<file path="config.mk">
export PLATFORM = sky130hd
export DESIGN_NAME = multicycle_controller_flat
export DESIGN_NICKNAME = d
export VERILOG_FILES = /design/src/rtl/multicycle_controller_if.sv /design/src/rtl/multicycle_controller.sv /design/src/flat_wrapper.sv
export SDC_FILE = /design/constraint.sdc
export NUM_CORES = 1
export LEC_CHECK = 0
export CAP_MARGIN = 20
export CORE_UTILIZATION = 40
export CTS_CLUSTER_SIZE = 12
export DETAILED_ROUTE_END_ITERATION = 8
export GPL_ROUTABILITY_DRIVEN = 0
export HOLD_SLACK_MARGIN = 0.03
export PLACE_DENSITY = 0.81
export SETUP_SLACK_MARGIN = 0.02
export SYNTH_ARGS = -nofsm -noshare
export SYNTH_HDL_FRONTEND = slang
export SYNTH_SLANG_ARGS = --single-unit
</file>
<file path="constraint.sdc">
create_clock -name clk -period 2.42 [get_ports clk]
set_input_delay 0.726 -clock clk [delete_from_list [all_inputs] [get_ports clk]]
set_output_delay 0.726 -clock clk [all_outputs]
set_load 0.02 [all_outputs]
</file>
<file path="src/rtl/multicycle_controller_if.sv">
// Control bundle between a multicycle RISC-V datapath and its controller.
// Instruction fields and the ALU zero flag come from the datapath. Select,
// enable and decode outputs go back to it.
//   master : datapath side (drives op/funct3/funct7b5/Zero, reads controls)
//   slave  : controller side
interface multicycle_controller_if;
    logic [6:0] op;
    logic [2:0] funct3;
    logic       funct7b5;
    logic       Zero;

    logic       PCWrite;
    logic       AdrSrc;
    logic       MemWrite;
    logic       IRWrite;
    logic       RegWrite;
    logic [1:0] ResultSrc;
    logic [1:0] ALUSrcA;
    logic [1:0] ALUSrcB;
    logic [2:0] ALUControl;
    logic [2:0] ImmSrc;
    logic       Illegal;

    modport master (
        output op, funct3, funct7b5, Zero,
        input  PCWrite, AdrSrc, MemWrite, IRWrite, RegWrite, ResultSrc,
        input  ALUSrcA, ALUSrcB, ALUControl, ImmSrc, Illegal
    );

    modport slave (
        input  op, funct3, funct7b5, Zero,
        output PCWrite, AdrSrc, MemWrite, IRWrite, RegWrite, ResultSrc,
        output ALUSrcA, ALUSrcB, ALUControl, ImmSrc, Illegal
    );
endinterface

</file>
<file path="src/rtl/multicycle_controller.sv">
// Moore FSM controller for a multicycle RV32I subset
// (lw, sw, R-type, I-ALU, beq, jal, jalr, lui).
// Ports:
//   clk   : rising-edge clock
//   reset : synchronous, active-high; returns the FSM to FETCH
//   bus   : slave modport of multicycle_controller_if (instruction fields in,
//           datapath controls out)
// Per-state controls are registered together with the state, so they always
// match state_q. PCWrite, ImmSrc, ALUControl (funct path) and Illegal are
// combinational because they depend on live inputs.
module multicycle_controller (
    input  logic                     clk,
    input  logic                     reset,
    multicycle_controller_if.slave   bus
);

    localparam logic [6:0] OpLoad   = 7'b0000011;
    localparam logic [6:0] OpStore  = 7'b0100011;
    localparam logic [6:0] OpRType  = 7'b0110011;
    localparam logic [6:0] OpIAlu   = 7'b0010011;
    localparam logic [6:0] OpBranch = 7'b1100011;
    localparam logic [6:0] OpJal    = 7'b1101111;
    localparam logic [6:0] OpJalr   = 7'b1100111;
    localparam logic [6:0] OpLui    = 7'b0110111;

    typedef enum logic [3:0] {
        StFetch, StDecode, StMemAdr, StMemRead, StMemWb, StMemWrite, StExecuteR,
        StExecuteI, StAluWb, StBeq, StJal, StJalr, StJalrLink, StLui
    } state_e;

    typedef enum logic [1:0] {AluAdd, AluSub, AluFunct} alu_op_e;

    typedef struct packed {
        logic       adr_src;
        logic       mem_write;
        logic       ir_write;
        logic       reg_write;
        logic       pc_update;
        logic       branch;
        logic [1:0] result_src;
        logic [1:0] alu_src_a;
        logic [1:0] alu_src_b;
        alu_op_e    alu_op;
    } ctrl_t;

    // Moore output table: fields not set here stay 0.
    function automatic ctrl_t state_ctrl(input state_e s);
        ctrl_t c;
        c = '0;
        unique case (s)
            StFetch: begin
                c.ir_write   = 1'b1;
                c.alu_src_b  = 2'b10;
                c.result_src = 2'b10;
                c.pc_update  = 1'b1;
            end
            StDecode: begin
                c.alu_src_a = 2'b01;
                c.alu_src_b = 2'b01;
            end
            StMemAdr: begin
                c.alu_src_a = 2'b10;
                c.alu_src_b = 2'b01;
            end
            StMemRead: c.adr_src = 1'b1;
            StMemWrite: begin
                c.adr_src   = 1'b1;
                c.mem_write = 1'b1;
            end
            StMemWb: begin
                c.result_src = 2'b01;
                c.reg_write  = 1'b1;
            end
            StExecuteR: begin
                c.alu_src_a = 2'b10;
                c.alu_op    = AluFunct;
            end
            StExecuteI: begin
                c.alu_src_a = 2'b10;
                c.alu_src_b = 2'b01;
                c.alu_op    = AluFunct;
            end
            StAluWb: c.reg_write = 1'b1;
            StBeq: begin
                c.alu_src_a = 2'b10;
                c.alu_op    = AluSub;
                c.branch    = 1'b1;
            end
            StJal: begin
                c.alu_src_a = 2'b01;
                c.alu_src_b = 2'b10;
                c.pc_update = 1'b1;
            end
            StJalr: begin
                c.alu_src_a  = 2'b10;
                c.alu_src_b  = 2'b01;
                c.result_src = 2'b10;
                c.pc_update  = 1'b1;
            end
            StJalrLink: begin
                c.alu_src_a = 2'b01;
                c.alu_src_b = 2'b10;
            end
            StLui: begin
                c.result_src = 2'b11;
                c.reg_write  = 1'b1;
            end
            default: c = '0;
        endcase
        return c;
    endfunction

    state_e state_q, state_d;
    ctrl_t  ctrl_q;
    logic   op_supported;
    logic   wr_en;
    logic [2:0] alu_funct;

    always_comb begin
        unique case (bus.op)
            OpLoad, OpStore, OpRType, OpIAlu, OpBranch, OpJal, OpJalr, OpLui:
                op_supported = 1'b1;
            default: op_supported = 1'b0;
        endcase
    end

    always_comb begin
        state_d = StFetch;
        unique case (state_q)
            StFetch: state_d = StDecode;
            StDecode: begin
                unique case (bus.op)
                    OpLoad, OpStore: state_d = StMemAdr;
                    OpRType:         state_d = StExecuteR;
                    OpIAlu:          state_d = StExecuteI;
                    OpBranch:        state_d = StBeq;
                    OpJal:           state_d = StJal;
                    OpJalr:          state_d = StJalr;
                    OpLui:           state_d = StLui;
                    default:         state_d = StFetch;
                endcase
            end
            StMemAdr:  state_d = (bus.op == OpLoad) ? StMemRead : StMemWrite;
            StMemRead: state_d = StMemWb;
            StExecuteR, StExecuteI, StJal, StJalrLink: state_d = StAluWb;
            StJalr:    state_d = StJalrLink;
            default:   state_d = StFetch;
        endcase
    end

    always_ff @(posedge clk) begin
        if (reset) begin
            state_q <= StFetch;
            ctrl_q  <= state_ctrl(StFetch);
        end else begin
            state_q <= state_d;
            ctrl_q  <= state_ctrl(state_d);
        end
    end

    // funct3 000 is sub only for R-type (op[5]) with funct7b5 set; addi stays add.
    always_comb begin
        unique case (bus.funct3)
            3'b000:  alu_funct = (bus.op[5] && bus.funct7b5) ? 3'b001 : 3'b000;
            3'b010:  alu_funct = 3'b101;
            3'b110:  alu_funct = 3'b011;
            3'b111:  alu_funct = 3'b010;
            default: alu_funct = 3'b000;
        endcase
    end

    always_comb begin
        unique case (ctrl_q.alu_op)
            AluSub:   bus.ALUControl = 3'b001;
            AluFunct: bus.ALUControl = alu_funct;
            default:  bus.ALUControl = 3'b000;
        endcase
    end

    always_comb begin
        unique case (bus.op)
            OpStore:  bus.ImmSrc = 3'b001;
            OpBranch: bus.ImmSrc = 3'b010;
            OpJal:    bus.ImmSrc = 3'b011;
            OpLui:    bus.ImmSrc = 3'b100;
            default:  bus.ImmSrc = 3'b000;
        endcase
    end

    // Architectural write enables are gated while reset is high.
    assign wr_en        = ~reset;
    assign bus.PCWrite  = wr_en & (ctrl_q.pc_update | (ctrl_q.branch & bus.Zero));
    assign bus.IRWrite  = wr_en & ctrl_q.ir_write;
    assign bus.MemWrite = wr_en & ctrl_q.mem_write;
    assign bus.RegWrite = wr_en & ctrl_q.reg_write;
    assign bus.AdrSrc    = ctrl_q.adr_src;
    assign bus.ResultSrc = ctrl_q.result_src;
    assign bus.ALUSrcA   = ctrl_q.alu_src_a;
    assign bus.ALUSrcB   = ctrl_q.alu_src_b;
    assign bus.Illegal   = (state_q == StDecode) && !op_supported;

endmodule

</file>
<file path="src/flat_wrapper.sv">
// flat-port wrapper written by rule: the top's interface ports become plain ports
module multicycle_controller_flat 
  (clk, reset, bus_op, bus_funct3, bus_funct7b5, bus_Zero, bus_PCWrite, bus_AdrSrc, bus_MemWrite, bus_IRWrite, bus_RegWrite, bus_ResultSrc, bus_ALUSrcA, bus_ALUSrcB, bus_ALUControl, bus_ImmSrc, bus_Illegal);
  multicycle_controller_if bus_i ();
  input  logic clk;
  input  logic reset;
  input wire logic [$bits(bus_i.op)-1:0] bus_op;
  input wire logic [$bits(bus_i.funct3)-1:0] bus_funct3;
  input wire logic [$bits(bus_i.funct7b5)-1:0] bus_funct7b5;
  input wire logic [$bits(bus_i.Zero)-1:0] bus_Zero;
  output wire logic [$bits(bus_i.PCWrite)-1:0] bus_PCWrite;
  output wire logic [$bits(bus_i.AdrSrc)-1:0] bus_AdrSrc;
  output wire logic [$bits(bus_i.MemWrite)-1:0] bus_MemWrite;
  output wire logic [$bits(bus_i.IRWrite)-1:0] bus_IRWrite;
  output wire logic [$bits(bus_i.RegWrite)-1:0] bus_RegWrite;
  output wire logic [$bits(bus_i.ResultSrc)-1:0] bus_ResultSrc;
  output wire logic [$bits(bus_i.ALUSrcA)-1:0] bus_ALUSrcA;
  output wire logic [$bits(bus_i.ALUSrcB)-1:0] bus_ALUSrcB;
  output wire logic [$bits(bus_i.ALUControl)-1:0] bus_ALUControl;
  output wire logic [$bits(bus_i.ImmSrc)-1:0] bus_ImmSrc;
  output wire logic [$bits(bus_i.Illegal)-1:0] bus_Illegal;
  assign bus_i.op = bus_op;
  assign bus_i.funct3 = bus_funct3;
  assign bus_i.funct7b5 = bus_funct7b5;
  assign bus_i.Zero = bus_Zero;
  assign bus_PCWrite = bus_i.PCWrite;
  assign bus_AdrSrc = bus_i.AdrSrc;
  assign bus_MemWrite = bus_i.MemWrite;
  assign bus_IRWrite = bus_i.IRWrite;
  assign bus_RegWrite = bus_i.RegWrite;
  assign bus_ResultSrc = bus_i.ResultSrc;
  assign bus_ALUSrcA = bus_i.ALUSrcA;
  assign bus_ALUSrcB = bus_i.ALUSrcB;
  assign bus_ALUControl = bus_i.ALUControl;
  assign bus_ImmSrc = bus_i.ImmSrc;
  assign bus_Illegal = bus_i.Illegal;
  multicycle_controller u_core (.clk(clk), .reset(reset), .bus(bus_i));
endmodule
</file>
# After elaboration in Yosys (flattened, before gate mapping)
# Index checks and enable logic that the tools add are counted.
dict set report totals {
  reg_bits 18
  out_inout_bits 18
  input_bits 14
}
dict set report classes {
  mux 18
  n_reduce_logical 18
  n_eq_ne 34
  n_bitwise 7
}
# cell n
set op_table {}
lappend op_table {{$eq A4 B4 Y1 const B} 9}
lappend op_table {{$pmux W4 S7} 1}
lappend op_table {{$eq A4 B3 Y1 const B} 6}
lappend op_table {{$pmux W3 S4} 2}
lappend op_table {{$pmux W4 S6} 1}
lappend op_table {{$eq A7 B6 Y1 const B} 3}
lappend op_table {{$eq A7 B7 Y1 const B} 3}
lappend op_table {{$eq A4 B2 Y1 const B} 4}
lappend op_table {{$pmux W2 S2} 3}
lappend op_table {{$reduce_or A3 Y1} 4}
lappend op_table {{$eq A4 B1 Y1 const B} 2}
lappend op_table {{$logic_not A4 Y1} 2}
lappend op_table {{$mux W1} 8}
lappend op_table {{$reduce_or A2 Y1} 4}
lappend op_table {{$reduce_or A4 Y1} 2}
lappend op_table {{$reduce_or A8 Y1} 1}
lappend op_table {{$eq A7 B2 Y1 const B} 1}
lappend op_table {{$eq A7 B5 Y1 const B} 1}
lappend op_table {{$eq A3 B3 Y1 const B} 2}
lappend op_table {{$pmux W2 S3} 1}
lappend op_table {{$pmux W3 S2} 1}
lappend op_table {{$and A1 B1 Y1} 5}
lappend op_table {{$reduce_or A5 Y1} 1}
lappend op_table {{$eq A3 B2 Y1 const B} 1}
lappend op_table {{8 further kinds} 9}

# Logic depth before layout (Yosys ltp)
dict set report depth {
  depth_word 7
  mapped_depth 8
  ltp_nobuf 6
}

# Least setup slack after synthesis
# OpenSTA, ideal clock, no wires.
dict set report synth_path {
  path_type {input-to-output}
  start {input bus_op[2]}
  end {output bus_ImmSrc[0]}
  t_arrival_ns 1.837
  stages 3
  n_path_buf 1
  slack_ns -0.143
  path_cell_list {buf_2 > or3_1 > a211oi_1}
}
dict set report synth_between {
  elab_chain_cells 2
  elab_cells_between_ends 5
  classes_between {4 x eq/ne; 1 x mux}
}
# element line
set synth_lines {}
lappend synth_lines {{from (decl)} flat_wrapper.sv:7} ;# input wire logic [$bits(bus_i.op)-1:0] bus_op;
lappend synth_lines {{$eq A7 B6 Y1 / $eq A7 B7 Y1 (equally long branches)} multicycle_controller.sv:181} ;# unique case (bus.op)
lappend synth_lines {{$pmux W3 S4 *} multicycle_controller.sv:181}
lappend synth_lines {{to (decl)} flat_wrapper.sv:20} ;# output wire logic [$bits(bus_i.ImmSrc)-1:0] bus_ImmSrc;
# Every way passes the cells marked *; elsewhere a longest branch is shown, timed or not.

# Worst setup path after layout
dict set report layout_path {
  start {input bus_funct3[2]}
  end {output bus_ALUControl[0]}
}
dict set report layout_between {
  elab_chain_cells 3
  elab_cells_between_ends 6
  classes_between {3 x eq/ne; 2 x mux; 1 x reduce/logical}
}
# element line
set layout_lines {}
lappend layout_lines {{from (decl)} flat_wrapper.sv:8} ;# input wire logic [$bits(bus_i.funct3)-1:0] bus_funct3;
lappend layout_lines {{$eq A3 B3 Y1 (tied with other cells)} multicycle_controller.sv:163} ;# unique case (bus.funct3)
lappend layout_lines {{$pmux W3 S4 *} multicycle_controller.sv:163}
lappend layout_lines {{$pmux W3 S2 *} multicycle_controller.sv:173} ;# unique case (ctrl_q.alu_op)
lappend layout_lines {{to (decl)} flat_wrapper.sv:19} ;# output wire logic [$bits(bus_i.ALUControl)-1:0] bus_ALUControl;
# Marks and branches as above.

==> flow_summary_export.csv <==
group,metric,value,unit
flow_run,maxCapViolCount,0,
placement,place.port_buffers,31,
clock_network,clkSlewWorstSetupHoldPaths,0.09,ns
critical_path,cp.arrival,1.63,ns
drt,top_layer_used,"met4",
synth,synth_nets,159,
floorplan,die_w,54.3,µm
synth,synth_enable_flop_cells,0,
sta,max_clock_freq,425,MHz
placement,hpwl,2380,µm
global_route,first_global_vias,1122,
layout,mostFrequentLayoutCell,"sky130_fd_sc_hd__buf_4",
clock_network,clkSinkCount,17,
clock_network,clock_tree.buffer_depth,2,
global_route,grt_antenna_before_repair,0,
floorplan,die_area,2950,µm²
clock_network,cts_inserted_buffers,3,
critical_path,cp_data_required_time,1.69,ns
critical_path,crit_type,"in2out",
sta,shortest_period_the_worst_path_allows,2.36,ns
sta,timing.slew.headroom,69.2,%
sta,rsz0062_at_grt,"no",
synth,yosysWarningCount,0,
layout,final_area,1680,µm²
layout,area_growth,53.4,%
critical_path,start_kind,"primary input",
drt,routed-via-count,1265,
drt,wl_met2,1590,µm
synth,mappedNetlistArea,1090,µm²
sta,hold_slack,0.663,ns
critical_path,reg2reg_slack,0.18,ns
layout,mostFrequentLayoutCells,"sky130_fd_sc_hd__buf_4 (35), sky130_fd_sc_hd__nor2_1 (23), sky130_fd_sc_hd__dfxtp_1 (17)",
sta,post-route-period-util,97.3,%
power,p_int,443,µW
clock_network,ctsHtreeMaxLevel,1,
global_route,total_grt_usage,23.8,%
layout,nFillCells,214,
drt,ant_nets,0,
power,post-layout-total-power,626,µW
floorplan,placementRows,18,
floorplan,start_util,43.4,%
floorplan,core_outline_area,2520,µm²
power,clockPowerShare,24.5,%
drt,wirelength,3170,µm
placement,dpl.cell_count,223,
worst_hold_path,hold_path.class,"reg2reg",
synth,synth_top_flop_cell,"sky130_fd_sc_hd__dfxtp_1",
status,status,"completed",
sta,setup_viol,0,
power,switching_share_of_total_power,29.3,%
synth,ys_types,42,
global_route,grt.overflow.total,0,
power,power.net_switching,183,µW
drt,drt-met1-wl,1280,µm
drt,routed-wl-met3,233,µm
synth,postSynth.asyncResetShare,0,%
drt,detailedRoute.firstPassIterationCount,6,
layout,insertedDiodeCount,0,
power,power.ir.vdd_worst,0.414,mV
layout,final_net_count,216,
floorplan,pin_count,32,
layout,fin_cells,229,
clock_network,tritoncts,"done",
synth,seq_area_frac_synth,31.1,%
clock_network,root_buffer,"sky130_fd_sc_hd__clkbuf_4",
floorplan,die_y,54.3,µm
drt,initialDrtViolationCount,54,
layout,sequential_cell_area,340,µm²
synth,postSynthRegisterBits,17,
drt,drc,0,
synth,synth_cells,143,
sta,timing_worst_slew_pin_value,0.457,ns
power,power.density,373,nW/µm²
global_route,pin_count_of_the_biggest_net_entering_global_routing,14,
sta,hold_violations,0,
layout,multi_input_comb_area,734,µm²
layout,layout-drive-gt1-share,38.7,%
drt,drt-wirelength-per-cell,13.8,µm
critical_path,cp-end-kind,"output port",
power,seq_power_share,47.0,%
clock_network,clk-insertion-delay-late,0.30,ns
synth,post_synth.cell_area_avg,7.66,µm²
sta,clock-skew-final,0.00328,ns
drt,via_per_inst,5.52,
sta,slew_violations,0,
placement,postPlaceCellArea,1620,µm²
power,leakage,0.713,nW
power,pwr-share-comb,28.5,%
critical_path,worstPathMaxFanout,2,
global_route,grt_pass1_wl,4900,µm
==> area by class of cell <==
type | count | share of cell area (%)
inverter | 5 | 1.12
clock buffer | 4 | 1.56
tap | 30 | 2.24
sequential | 17 | 20.3
timing repair buffer | 64 | 31.1
multi-input combinational | 109 | 43.7
==> Yosys cell counts (3+ instances only) <==
cell type                   n  share of area (%)
sky130_fd_sc_hd__or2_2      3                1.7
sky130_fd_sc_hd__nand3_1    8                3.7
sky130_fd_sc_hd__nor2b_1    5                2.9
sky130_fd_sc_hd__inv_1      5                1.7
sky130_fd_sc_hd__dfxtp_1   17                 31
sky130_fd_sc_hd__nand2_1    9                3.1
sky130_fd_sc_hd__a31oi_1    6                3.4
sky130_fd_sc_hd__buf_4      6                4.1
sky130_fd_sc_hd__clkbuf_1   4                1.4
sky130_fd_sc_hd__nor2_1    26                8.9
sky130_fd_sc_hd__a21oi_1   10                4.6
sky130_fd_sc_hd__o21ai_0    3                1.4
sky130_fd_sc_hd__and2_1     4                2.3
==> power groups by stage <==
stage	Clock (mW)	Combinational, mW	Sequential (mW)
after floorplan	0	0.0912	0.301
after global placement	0	0.167	0.300
after detailed placement	0	0.173	0.301
after CTS	0.158	0.170	0.294
after global routing	0.168	0.193	0.295
final	0.154	0.179	0.294
==> state kept, by name, indices dropped and copies added (netlist names) <==
name                  flops
u_core.bus.ALUSrcA        2
u_core.bus.ResultSrc      2
u_core.ctrl_q             6
u_core.bus.ALUSrcB        2
u_core.bus.AdrSrc         1
u_core.state_q            4
==> cell families after synthesis <==
logic type,share of synthesized area (%)
AOI/OAI and AO/OA,20.5
xor gates and xnor gates,1.60
adders and majority gates,2.29
buffers and inverters,8.68
DFF,31.1
and+or+nand+nor,35.9
==> worst max-delay path: stages <==
cell and delay [ns]:
sky130_fd_sc_hd__dlygate4sd2_1 0.26, sky130_fd_sc_hd__inv_2 0.06, sky130_fd_sc_hd__a31oi_1 0.10, sky130_fd_sc_hd__nor3b_2 0.19, sky130_fd_sc_hd__nor2_1 0.07, sky130_fd_sc_hd__nor2_1 0.09
sky130_fd_sc_hd__buf_4 0.15
==> worst paths after layout <==
kind	from	endpoint	depth (start not counted)
setup / recovery	bus_funct3[2]	bus_ALUControl[0]	7
hold / removal	u_core.state_q[3]$_SDFF_PP0_	u_core.bus.ALUSrcB[1]$_SDFF_PP1_	3
setup reg to reg	u_core.state_q[0]$_SDFF_PP0_	u_core.bus.ResultSrc[1]$_SDFF_PP1_	7
hold reg to reg	u_core.state_q[3]$_SDFF_PP0_	u_core.bus.ALUSrcB[1]$_SDFF_PP1_	3
==> what timing repair did <==
item	CTS	global route
setup endpoints to repair	26	12
pin swaps	7	3
hold buffers	0	0
resized for setup	67	13
buffers inserted	0	2
==> per-stage QoR <==
stage	util [%]	worst slack, ns	setup TNS (ns)
floorplan	-	0.0488	0
global placement	64.3	-0.703	-10.35
detailed placement	64.3	-0.755	-11.64
CTS	65.1	0.0258	0
global route	66.6	0.0280	0
finish	66.6	0.0648	0
==> routing by layer <==
metal | global-route usage, % | vias up
li1 | - | 606
met4 | 8.12 | 0
met2 | 39.4 | 58
met3 | 7.78 | 9
met1 | 28.7 | 592
met5 | 0 | -
Power figures use the tool's default switching activity.
